==> config.mk <==
export PLATFORM = sky130hd
export DESIGN_NAME = fifo_wr_arb
export DESIGN_NICKNAME = d
export VERILOG_FILES = /design/src/rtl/fifo_wr_arb_pkg.sv /design/src/rtl/fifo_wr_arb_rr_pick.sv /design/src/rtl/fifo_wr_arb.sv
export SDC_FILE = /design/constraint.sdc
export NUM_CORES = 1
export LEC_CHECK = 0
export ABC_AREA = 1
export BUFFER_PORTS_ARGS = -buffer_cell sky130_fd_sc_hd__buf_2
export CAP_MARGIN = 15
export CORE_ASPECT_RATIO = 1.75
export CORE_MARGIN = 4
export CORE_UTILIZATION = 50
export DETAILED_ROUTE_END_ITERATION = 8
export PLACE_DENSITY = 0.93
export SYNTH_ARGS = -nofsm -noshare
export SYNTH_HDL_FRONTEND = slang
export SYNTH_SLANG_ARGS = --single-unit
==> constraint.sdc <==
create_clock -name wclk -period 5.79 [get_ports wclk]
set_input_delay 0.2895 -clock wclk [delete_from_list [all_inputs] [get_ports wclk]]
set_output_delay 0.2895 -clock wclk [all_outputs]
set_load 0.05 [all_outputs]
==> src/rtl/fifo_wr_arb_pkg.sv <==
// fifo_wr_arb_pkg: flush FSM state encoding and default parameters for the FIFO write arbiter.
package fifo_wr_arb_pkg;

    typedef enum logic [1:0] {
        ARB  = 2'd0,
        CLR  = 2'd1,
        WAIT = 2'd2
    } state_t;

    localparam int NREQ_DEF      = 4;
    localparam int DSIZE_DEF     = 8;
    localparam int ASIZE_DEF     = 4;
    localparam int CLR_WAIT_DEF  = 3;
    localparam int BURST_LEN_DEF = 4;

endpackage

==> src/rtl/fifo_wr_arb_rr_pick.sv <==
// rr_pick: one-hot round-robin pick of the first valid requester after i_last.
module rr_pick
    import fifo_wr_arb_pkg::*;
#(
    parameter int NREQ = NREQ_DEF
)(
    input  logic [NREQ-1:0]         i_vld,
    input  logic [$clog2(NREQ)-1:0] i_last,
    output logic [NREQ-1:0]         o_gnt
);

    localparam int GW = $clog2(NREQ);

    logic [GW-1:0] w_idx;
    logic          w_hit;

    always_comb begin
        o_gnt = '0;
        w_hit = 1'b0;
        w_idx = '0;
        for (int k = 1; k <= NREQ; k++) begin
            w_idx = GW'((int'(i_last) + k) % NREQ);
            if (!w_hit && i_vld[w_idx]) begin
                o_gnt[w_idx] = 1'b1;
                w_hit        = 1'b1;
            end
        end
    end

endmodule

==> src/rtl/fifo_wr_arb.sv <==
// fifo_wr_arb: round-robin write arbiter in front of a FIFO with a write-pointer flush sequence.
// Define FIFO_WR_ARB_BURST_EN to let a granted requester keep the port for up to BURST_LEN beats.
module fifo_wr_arb
    import fifo_wr_arb_pkg::*;
#(
    parameter int NREQ      = NREQ_DEF,
    parameter int DSIZE     = DSIZE_DEF,
    parameter int ASIZE     = ASIZE_DEF,
    parameter int CLR_WAIT  = CLR_WAIT_DEF,
    parameter int BURST_LEN = BURST_LEN_DEF
)(
    input  logic                    wclk,
    input  logic                    wrst_n,
    input  logic [NREQ-1:0]         req_vld,
    input  logic [NREQ*DSIZE-1:0]   req_data,
    output logic [NREQ-1:0]         req_rdy,
    input  logic                    flush_req,
    output logic                    flush_done,
    input  logic [ASIZE-1:0]        cfg_mrgn,
    input  logic                    full,
    input  logic                    over_flow,
    output logic                    wen,
    output logic [DSIZE-1:0]        wdata,
    output logic                    wptr_clr,
    output logic [ASIZE-1:0]        near_full_mrgn,
    output logic [$clog2(NREQ)-1:0] grant_id,
    output logic                    ovf_err
);

    localparam int GW = $clog2(NREQ);
    localparam int CW = $clog2(CLR_WAIT + 2);

    state_t           r_state;
    logic [CW-1:0]    r_wcnt;
    logic [GW-1:0]    r_gid;
    logic             r_ovf;
    logic [ASIZE-1:0] r_mrgn;

    logic [NREQ-1:0]  w_rr;
    logic [NREQ-1:0]  w_rdy;
    logic [NREQ-1:0]  w_xfer;
    logic [GW-1:0]    w_xid;
    logic             w_lock;
    logic             w_accept;
    logic             w_last_wait;

    rr_pick #(.NREQ(NREQ)) u_rr (
        .i_vld  (req_vld),
        .i_last (r_gid),
        .o_gnt  (w_rr)
    );

    assign w_accept    = (r_state == ARB) && flush_req;
    assign w_last_wait = (r_state == WAIT) && (r_wcnt == CW'(CLR_WAIT));

    // a pending flush outranks any transfer in the same cycle
    assign w_rdy  = (r_state == ARB && !full && !flush_req) ?
                    (w_lock ? (NREQ'(1) << r_gid) : w_rr) : '0;
    assign w_xfer = req_vld & w_rdy;

    assign req_rdy        = w_rdy;
    assign wen            = |w_xfer;
    assign wptr_clr       = (r_state == CLR);
    assign flush_done     = w_last_wait;
    assign near_full_mrgn = r_mrgn;
    assign grant_id       = r_gid;
    assign ovf_err        = r_ovf;

    always_comb begin
        wdata = '0;
        w_xid = r_gid;
        for (int i = 0; i < NREQ; i++) begin
            if (w_xfer[i]) begin
                wdata = req_data[i*DSIZE +: DSIZE];
                w_xid = GW'(i);
            end
        end
    end

    always_ff @(posedge wclk or negedge wrst_n) begin
        if (!wrst_n) begin
            r_state <= ARB;
            r_wcnt  <= '0;
        end else begin
            r_state <= w_accept ? CLR : (r_state == CLR) ? WAIT : w_last_wait ? ARB : r_state;
            r_wcnt  <= (r_state == WAIT && !w_last_wait) ? r_wcnt + 1'b1 : '0;
        end
    end

    always_ff @(posedge wclk or negedge wrst_n) begin
        if (!wrst_n) begin
            r_gid  <= GW'(NREQ - 1);
            r_ovf  <= 1'b0;
            r_mrgn <= '0;
        end else begin
            r_gid  <= wen ? w_xid : r_gid;
            r_ovf  <= over_flow | (r_ovf & ~w_accept);
            r_mrgn <= cfg_mrgn;
        end
    end

`ifdef FIFO_WR_ARB_BURST_EN
    localparam int BW = $clog2(BURST_LEN + 1);

    logic [BW-1:0] r_beats;

    // full stalls the transfer but leaves r_beats untouched, so the lock survives
    assign w_lock = (r_beats != '0) && (r_beats < BW'(BURST_LEN)) && req_vld[r_gid];

    always_ff @(posedge wclk or negedge wrst_n) begin
        if (!wrst_n)
            r_beats <= '0;
        else
            r_beats <= w_accept ? '0 :
                       wen ? (w_lock ? r_beats + 1'b1 : BW'(1)) :
                       req_vld[r_gid] ? r_beats : '0;
    end
`else
    assign w_lock = 1'b0;
`endif

endmodule

==> results of run 1 <==
where the power goes:
group          internal, W  switching [W]
Clock            0.0000599      0.0000291
Combinational     0.000166       0.000353
Sequential        0.000115      0.0000323
Total             0.000341       0.000414
metal layers:
layer,vias up,global-route usage,part of all wire
li1,807,-,-
met1,711,0.203,0.37
met2,49,0.413,0.56
met3,9,0.0262,0.050
met4,0,0.0769,0.024
met5,-,0,0
state kept, by name, indices dropped and copies added, names as in the netlist:
name	count
r_state	2
grant_id	2
ovf_err	1
near_full_mrgn	4
r_wcnt	3
worst max-delay path: stages (launching register included):
cell and delay [ns]:
dfstp_2 0.67, inv_4 0.11, ha_1 0.38, inv_1 0.13, nand3_4 0.11, nand2_4 0.11, nand2_4 0.08, nor2_8 0.13
nand2_2 0.07, nand3_4 0.09, nand3_2 0.22, nand2_2 0.17, inv_2 0.03, nor2_1 0.12, nand2_1 0.07, nand2_1 0.05
buf_2 0.25
cell usage after synthesis:
cell       n
nand2_2    6
nand4_1   10
inv_2      3
nor3_1     1
or2_1      1
buf_6      4
ha_1      10
buf_2      2
nor2_1    13
o21ai_1    6
nor4_4     1
buf_4      1
nand4_2    1
o21ai_0    8
a21o_1     1
and2_1     3
a21oi_2    1
nor2_8     1
dfrtp_1   10
nand3_1   24
nand3b_4   1
nand3_4    5
dfstp_2    2
nand2_4    2
o21ai_2    1
inv_1     43
inv_4      1
nand3_2    4
a21oi_1    5
nand2_1   44
cell type report:
cell class	count	area, um2	share of cell area
multi-input combinational	149	933	0.504
inverter	47	179	0.0966
timing repair buffer	68	348	0.188
sequential	12	303	0.164
clock buffer	4	55.1	0.0297
tap	27	33.8	0.0182
worst max-delay path by stage:
stage | slack [ns] | to
floorplan | 2.43 | wdata[0]
global placement | 2.84 | wdata[7]
detailed placement | 2.72 | wdata[6]
CTS | 2.45 | wdata[6]
global route | 2.17 | wdata[6]
finish | 2.45 | wdata[6]
cell families (layout without fill, tap and decap cells):
logic type	count (synthesis)	in the layout	share of synthesized area
and+or+nand+nor	117	117	0.466
DFF	12	12	0.205
AOI/OAI and AO/OA	22	22	0.0813
buffers and inverters	54	119	0.163
adders and majority gates	10	10	0.0847
metrics by stage:
stage	hold slack, ns	worst slack, ns	cells	cell area, um2
global placement	0.169	2.84	302	1790
global route	0.149	2.17	307	1850
detailed placement	0.175	2.72	302	1790
finish	0.156	2.45	307	1850
floorplan	-0.00609	2.43	215	1480
CTS	0.152	2.45	307	1850
==> impl_metrics.py, run 1 <==
metrics = {
    "pwr": {
        "leakage_nw": 1.13,
        "p_per_area_nw_per_um2": 408,
        "peakVddDrop_mv": 0.278,
        "finalPower_w": 0.000755,
    },
    "worst_setup_path": {
        "rrSetupSlack_ns": 3.21,
        "crit_type": "flip-flop to output pin",
        "worstPathRequired_ns": 5.50,
        "end_kind": "output pin",
        "reg2reg_depth": 14,
        "rr_startpoint": "grant_id[0]",
        "critical_path.startpoint": "grant_id[0]",
        "cp.arrival_ns": 3.05,
        "worstSetupStartpointType": "flip-flop",
        "rr_endpoint": "grant_id[0]",
        "path_max_fanout": 13,
    },
    "cells_and_area": {
        "drive_above_1_share": 0.357,
        "syn_to_final_growth_pct": 25.3,
        "antennaDiodeCount": 0,
        "final_common_cell": "buf_2",
        "nets": 336,
        "nFillCells": 230,
        "utilization": 0.665,
        "layout_common_cells": "66 x buf_2, 44 x nand2_1, 43 x inv_1",
    },
    "routing": {
        "post_drt_wl_per_cell_um": 12.4,
        "drt_pass1_iterations": 4,
        "postRouteAntennaNets": 0,
        "drt-vias-per-instance": 5.13,
        "drt_iter0_drc": 32,
        "drt-total-wl_mm": 3.81,
        "num_vias": 1576,
        "drc": 0,
    },
    "floorplan": {
        "start_util": 0.531,
        "dieArea_um2": 3920,
        "pin_count": 67,
        "die-height_um": 79.9,
        "num_rows": 25,
        "core_um2": 2780,
        "die_x_um": 49.1,
    },
    "clock_network": {
        "post-cts-setup-buffer-count": 0,
        "root_buffer": "clkbuf_8",
        "worst_skew_pair.late_latency_ns": 0.24,
        "max-clock-path-buffers": 2,
        "clock_sinks": 12,
        "cts.reportedPaths.clkPinSlew_ns": 0.05,
        "tritoncts": "done",
        "numCtsBuffers": 3,
        "cts_resized": 0,
        "postCtsHoldBufs": 1,
        "htreeDepth": 1,
    },
    "timing": {
        "setup_tns_ns": 0,
        "worst_slew_pin_slew_ns": 0.266,
        "finalHoldViolations": 0,
        "skew_ns": 0.00175,
        "drv_slew": 0,
        "setup_viol": 0,
        "max_freq_mhz": 299,
        "grt_setup_unrepaired": "false",
        "slew-limit-headroom": 0.823,
        "period_minus_slack_ns": 3.34,
        "period_share": 0.577,
    },
    "placement": {
        "dpl.hpwl_mm": 3.12,
        "io_buffers": 66,
        "gp_congestion": 0.927,
    },
    "run": {
        "cap_violations": 0,
    },
    "synthesis": {
        "synth_area_um2": 1480,
        "synth_top_area_share": 0.169,
        "synthTopCellsByArea": "dfrtp_1 17%, nand2_1 11%, inv_1 11%",
        "ys_types": 30,
        "yosys.area.top_type": "dfrtp_1",
        "synth_nets": 270,
        "ys_seq_area_frac": 0.205,
        "synth_warnings": 0,
        "syn_area_per_cell_um2": 6.87,
        "ys_ff_latch": 12,
        "syn_inst": 215,
    },
    "hold_path": {
        "holdPathEnd": "near_full_mrgn[2]",
        "min_path_type": "primary input to flip-flop",
        "whs_path_depth": 1,
        "min-delay-start": "cfg_mrgn[2]",
    },
    "grt": {
        "grt_start_max_net_pins": 19,
        "grt_pass1_wl_mm": 6.47,
        "grt_util_all_layers": 0.204,
        "overflow": 0,
        "grt_antenna_before_repair": 0,
        "grt_pass1_vias": 1571,
    },
    "outcome": {
        "status": "finished, final reports clean",
    },
}
Power figures use the tool's default switching activity.
==> run 2: changes to the inputs <==
CORE_UTILIZATION = 47   (was 50)
PLACE_DENSITY = 0.89   (was 0.93)
clock period = 3.3 ns   (was 5.79 ns; I/O delays follow)
==> run 2 against run 1 <==
  * Non-clock buffer count rose by 4
  * Design area rose by 4.3%
  * Critical path depth decreased by 2
  * Clock skew about the same
  * Register-to-register slack got worse by 2.4 ns
  * Largest cell class unchanged
==> impl_metrics.py, run 2 (same netlist as run 1, synthesis figures left out) <==
metrics = {
    "clock_network": {
        "max-clock-path-buffers": 2,
        "clock_sinks": 12,
        "htreeDepth": 1,
        "root_buffer": "clkbuf_8",
        "numCtsBuffers": 3,
        "tritoncts": "done",
        "cts.reportedPaths.clkPinSlew_ns": 0.05,
        "worst_skew_pair.late_latency_ns": 0.24,
    },
    "run": {
        "cap_violations": 0,
    },
    "routing": {
        "drt_pass1_iterations": 4,
        "num_vias": 1591,
        "postRouteAntennaNets": 0,
        "post_drt_wl_per_cell_um": 11.9,
        "drt_iter0_drc": 30,
        "drt-total-wl_mm": 3.89,
        "drt-vias-per-instance": 4.88,
        "drc": 0,
    },
    "timing": {
        "drv_slew": 0,
        "period_share": 0.936,
        "worst_slew_pin_slew_ns": 0.788,
        "setup_viol": 0,
        "grt_setup_unrepaired": "true",
        "finalHoldViolations": 0,
        "slew-limit-headroom": 0.470,
        "max_freq_mhz": 324,
        "period_minus_slack_ns": 3.09,
        "skew_ns": 0.00152,
    },
    "grt": {
        "grtUsageMet2": 0.415,
        "grtUsageMet3": 0.0251,
        "grt_pass1_vias": 1620,
        "grt_util_all_layers": 0.201,
        "use_met1": 0.174,
        "grt_pass1_wl_mm": 6.51,
        "overflow": 0,
        "grt_start_max_net_pins": 19,
        "grt_antenna_before_repair": 0,
        "grt_busiest_layer": "met2",
    },
    "worst_setup_path": {
        "critical_path.startpoint": "grant_id[1]",
        "crit_type": "flip-flop to output pin",
        "end_kind": "output pin",
        "worstPathRequired_ns": 3.13,
        "path_max_fanout": 15,
        "cp.arrival_ns": 2.92,
        "rr_startpoint": "grant_id[1]",
        "worstSetupStartpointType": "flip-flop",
    },
    "cells_and_area": {
        "drive_above_1_share": 0.370,
        "stdcell_area_um2": 1930,
        "final_common_cell": "buf_2",
        "layout_common_cells": "60 x buf_2, 44 x nand2_1, 42 x inv_1",
        "utilization": 0.653,
        "nets": 340,
        "syn_to_final_growth_pct": 30.7,
        "nFillCells": 258,
        "largest_reg_flops": 4,
        "antennaDiodeCount": 0,
    },
    "pwr": {
        "leakage_nw": 1.14,
        "finalPower_w": 0.00138,
        "p_per_area_nw_per_um2": 717,
        "peakVddDrop_mv": 0.484,
    },
    "placement": {
        "gp_congestion": 0.933,
        "postPlaceCellArea_um2": 1810,
        "dpl.hpwl_mm": 3.20,
        "io_buffers": 66,
    },
    "floorplan": {
        "core_um2": 2960,
        "start_util": 0.499,
        "die_x_um": 50.4,
        "pin_count": 67,
        "dieArea_um2": 4140,
        "die-height_um": 82.2,
        "num_rows": 26,
    },
    "outcome": {
        "status": "finished, final reports clean",
    },
    "hold_path": {
        "min_path_type": "primary input to flip-flop",
        "min-delay-start": "cfg_mrgn[3]",
    },
}
run 2: cell count changes in the layout (fill, tap and decap cells not counted), sizes merged:
cell | previous run | this run
clkbuf | 4 | 9
inv | 47 | 46
clkinvlp | 0 | 1
buf | 67 | 66
run 2: report_power, final:
| group | switching (W) | internal, W | leakage, nW |
|---|---|---|---|
| sequential | 0.0000541 | 0.000202 | 0.138 |
| clock | 0.0000547 | 0.000105 | 0.0288 |
| combinational | 0.000643 | 0.000325 | 0.968 |
run 2: layout make-up:
| cell class | count | area, um2 | area share |
|---|---|---|---|
| clock buffers | 4 | 55.1 | 0.0285 |
| inverters | 47 | 183 | 0.0946 |
| multi-input cells | 149 | 946 | 0.490 |
| flip-flops and latches | 12 | 303 | 0.157 |
| well taps | 42 | 52.6 | 0.0272 |
| repair buffers | 72 | 393 | 0.203 |
run 2: per-layer routing:
| layer | vias to the layer above | part of all wire |
|---|---|---|
| met5 | - | 0 |
| met4 | 0 | 0.045 |
| met3 | 16 | 0.041 |
| met2 | 47 | 0.57 |
| met1 | 712 | 0.35 |
| li1 | 816 | - |
run 2: path summary, 6_finish.rpt:
path                                endpoint  slack [ns]  depth (start not counted)
max                                 wdata[0]        0.21                         14
min                        near_full_mrgn[3]        0.03                          1
max reg2reg                      grant_id[0]        0.81                         14
min reg2reg                        r_wcnt[0]        0.46                          1
max in group asynchronous        grant_id[0]        2.69                          2
min in group asynchronous         r_state[0]        0.34                          2
run 2: through the flow:
stage / TNS [ns] / setup WS [ns] / cells / hold slack (ns)
after floorplan: 0 / 0.0612 / 215 / -0.131
after global placement: 0 / 0.442 / 317 / 0.0459
after detailed placement: 0 / 0.342 / 317 / 0.0513
after CTS: 0 / 0.0725 / 322 / 0.0214
after global routing: -0.0660 / -0.0395 / 326 / 0.0196
final: 0 / 0.212 / 326 / 0.0263
run 2: repair_timing:
action | CTS | global route
buffers inserted | 0 | 4
endpoints found under the hold margin | 10 | 0
resized for setup | 0 | 12
hold buffers | 1 | 0
setup endpoints to repair | 0 | 7
run 2: worst max-delay path, stage by stage (launching register included):
cell,delay (ns)
dfstp_2,0.63
clkinvlp_4,0.15
ha_1,0.35
inv_1,0.13
nand3_4,0.11
nand2_4,0.11
nand2_4,0.08
inv_2,0.08
nand3_1,0.09
nand3_2,0.11
nand3_4,0.16
o21ai_0,0.22
inv_1,0.06
a21oi_1,0.14
clkbuf_4,0.24
==> run 3: changes to the inputs <==
RECOVER_POWER = 100   (was not set)
==> run 3 against run 2 <==
  * Combinational power hardly changed
  * Routed wire length fell by 0.23%
  * First-iteration DRC count decreased by 3.3%
  * Setup slack improved by 0.0040 ns
  * Design area decreased by 0.45%
  * Count of clock-buffer cells in the layout unchanged
  * Core utilization decreased by 0.30 points
  * Clock power hardly changed
  * Sequential share of layout area grew 0.071 points
  * Die area is the same
  * Non-clock buffer count did not move
  * Largest power group unchanged
==> impl_metrics.py, run 3 (same netlist as run 1, synthesis figures left out) <==
metrics = {
    "floorplan": {
        "core_um2": 2960,
        "die_x_um": 50.4,
        "pin_count": 67,
        "die-height_um": 82.2,
        "start_util": 0.499,
        "dieArea_um2": 4140,
        "num_rows": 26,
    },
    "cells_and_area": {
        "nFillCells": 263,
        "largest_reg_flops": 4,
        "antennaDiodeCount": 0,
        "nets": 340,
        "layout.area.seq_um2": 303,
        "stdcell_area_um2": 1920,
        "drive_above_1_share": 0.345,
        "multiInputGateArea_um2": 946,
        "final_common_cell": "buf_2",
        "layout_common_cells": "53 x buf_2, 44 x nand2_1, 42 x inv_1",
        "syn_to_final_growth_pct": 30.1,
    },
    "outcome": {
        "status": "finished, final reports clean",
    },
    "clock_network": {
        "max-clock-path-buffers": 2,
        "root_buffer": "clkbuf_8",
        "tritoncts": "done",
        "cts.reportedPaths.clkPinSlew_ns": 0.05,
        "htreeDepth": 1,
        "worst_skew_pair.late_latency_ns": 0.24,
        "clock_sinks": 12,
        "numCtsBuffers": 3,
    },
    "worst_setup_path": {
        "path_max_fanout": 15,
        "end_kind": "output pin",
        "crit_path_max_incr_delay_ns": 0.63,
        "cp_slowest_cell": "dfstp_2",
        "worstSetupStartpointType": "flip-flop",
        "cp.arrival_ns": 2.92,
        "crit_type": "flip-flop to output pin",
        "worstPathRequired_ns": 3.13,
        "cp_cell_sequence": "clkinvlp_4 > ha_1 > inv_1 > nand3_4 > nand2_4 > nand2_4 > inv_2 > nand3_1 > nand3_2 > nand3_4 > o21ai_0 > inv_1 > a21oi_1 > clkbuf_4",
    },
    "placement": {
        "dpl.hpwl_mm": 3.20,
        "dp_slack_ns": 0.342,
        "io_buffers": 66,
        "postPlaceCellArea_um2": 1810,
        "gp_congestion": 0.933,
    },
    "grt": {
        "grt_antenna_before_repair": 0,
        "grt_start_max_net_pins": 19,
        "grt_util_all_layers": 0.201,
        "overflow": 0,
        "grt_pass1_vias": 1620,
        "grt_pass1_wl_mm": 6.51,
    },
    "routing": {
        "drt_pass1_iterations": 4,
        "drc": 0,
        "drt_iter0_drc": 29,
        "post_drt_wl_per_cell_um": 11.9,
        "drt-total-wl_mm": 3.88,
        "drt-vias-per-instance": 4.88,
        "postRouteAntennaNets": 0,
        "num_vias": 1592,
    },
    "timing": {
        "skew_ns": 0.00146,
        "slew-limit-headroom": 0.484,
        "finalHoldViolations": 0,
        "max_freq_mhz": 324,
        "setup_tns_ns": 0,
        "period_minus_slack_ns": 3.08,
        "finalWorstSetupSlack_ns": 0.216,
        "drv_slew": 0,
        "period_share": 0.934,
        "worst_slew_pin_slew_ns": 0.767,
        "grt_setup_unrepaired": "true",
        "setup_viol": 0,
        "whs_ns": 0.0262,
    },
    "pwr": {
        "leakage_nw": 1.12,
        "finalPower_w": 0.00138,
        "p_per_area_nw_per_um2": 719,
        "peakVddDrop_mv": 0.481,
    },
    "run": {
        "cap_violations": 0,
    },
    "hold_path": {
        "min_path_type": "primary input to flip-flop",
    },
}
[run 3: cell types whose count changed in the layout (fill, tap and decap cells not counted), sizes merged]
cell,change
buf,-7
clkbuf,+7
[run 3: layer usage]
| layer | up-vias | share of wire | global-route usage |
|---|---|---|---|
| li1 | 817 | - | - |
| met1 | 711 | 0.34 | 0.174 |
| met2 | 48 | 0.57 | 0.415 |
| met3 | 16 | 0.042 | 0.0251 |
| met4 | 0 | 0.045 | 0.127 |
| met5 | - | 0 | 0 |
[run 3: where the power goes]
part           switching, W  leakage (nW)  internal (W)
Combinational      0.000644         0.949      0.000323
Sequential        0.0000541         0.138      0.000202
Clock             0.0000547        0.0288      0.000105
[run 3: worst paths after layout]
kind	start	end	slack (ns)	cells past startpoint
max	grant_id[1]	wdata[0]	0.22	14
min	cfg_mrgn[3]	near_full_mrgn[3]	0.03	1
max reg2reg	grant_id[1]	grant_id[0]	0.81	14
min reg2reg	r_wcnt[0]	r_wcnt[0]	0.46	1
max in group asynchronous	wrst_n	near_full_mrgn[1]	2.43	2
min in group asynchronous	wrst_n	r_state[0]	0.47	2
[run 3: layout make-up]
class,count,area share
timing repair buffer,72,0.200
inverter,47,0.0950
tap,42,0.0273
multi-input combinational,149,0.492
clock buffer,4,0.0286
sequential,12,0.157
[run 3: per-stage QoR]
step           utilization  cells
6_report             0.650    326
5_1_grt              0.650    326
4_1_cts              0.632    322
3_5_place_dp         0.610    317
3_3_place_gp         0.610    317
2_1_floorplan            -    215
[run 3: repair_timing]
action                     in CTS  in global routing
gates resized for setup         0                 12
hold buffers                    1                  0
buffers inserted                0                  4
hold endpoints to repair       10                  0
setup endpoints to repair       0                  7
[run 3: critical path, delay by kind of cell (launching register included)]
| family | cells | cell delay [ns] |
|---|---|---|
| AO/OA/AOI/OAI | 2 | 0.36 |
| adder cells (fa/ha/maj) | 1 | 0.35 |
| buffers and inverters | 5 | 0.66 |
| flip-flops | 1 | 0.63 |
| AND/OR/NAND/NOR | 6 | 0.66 |
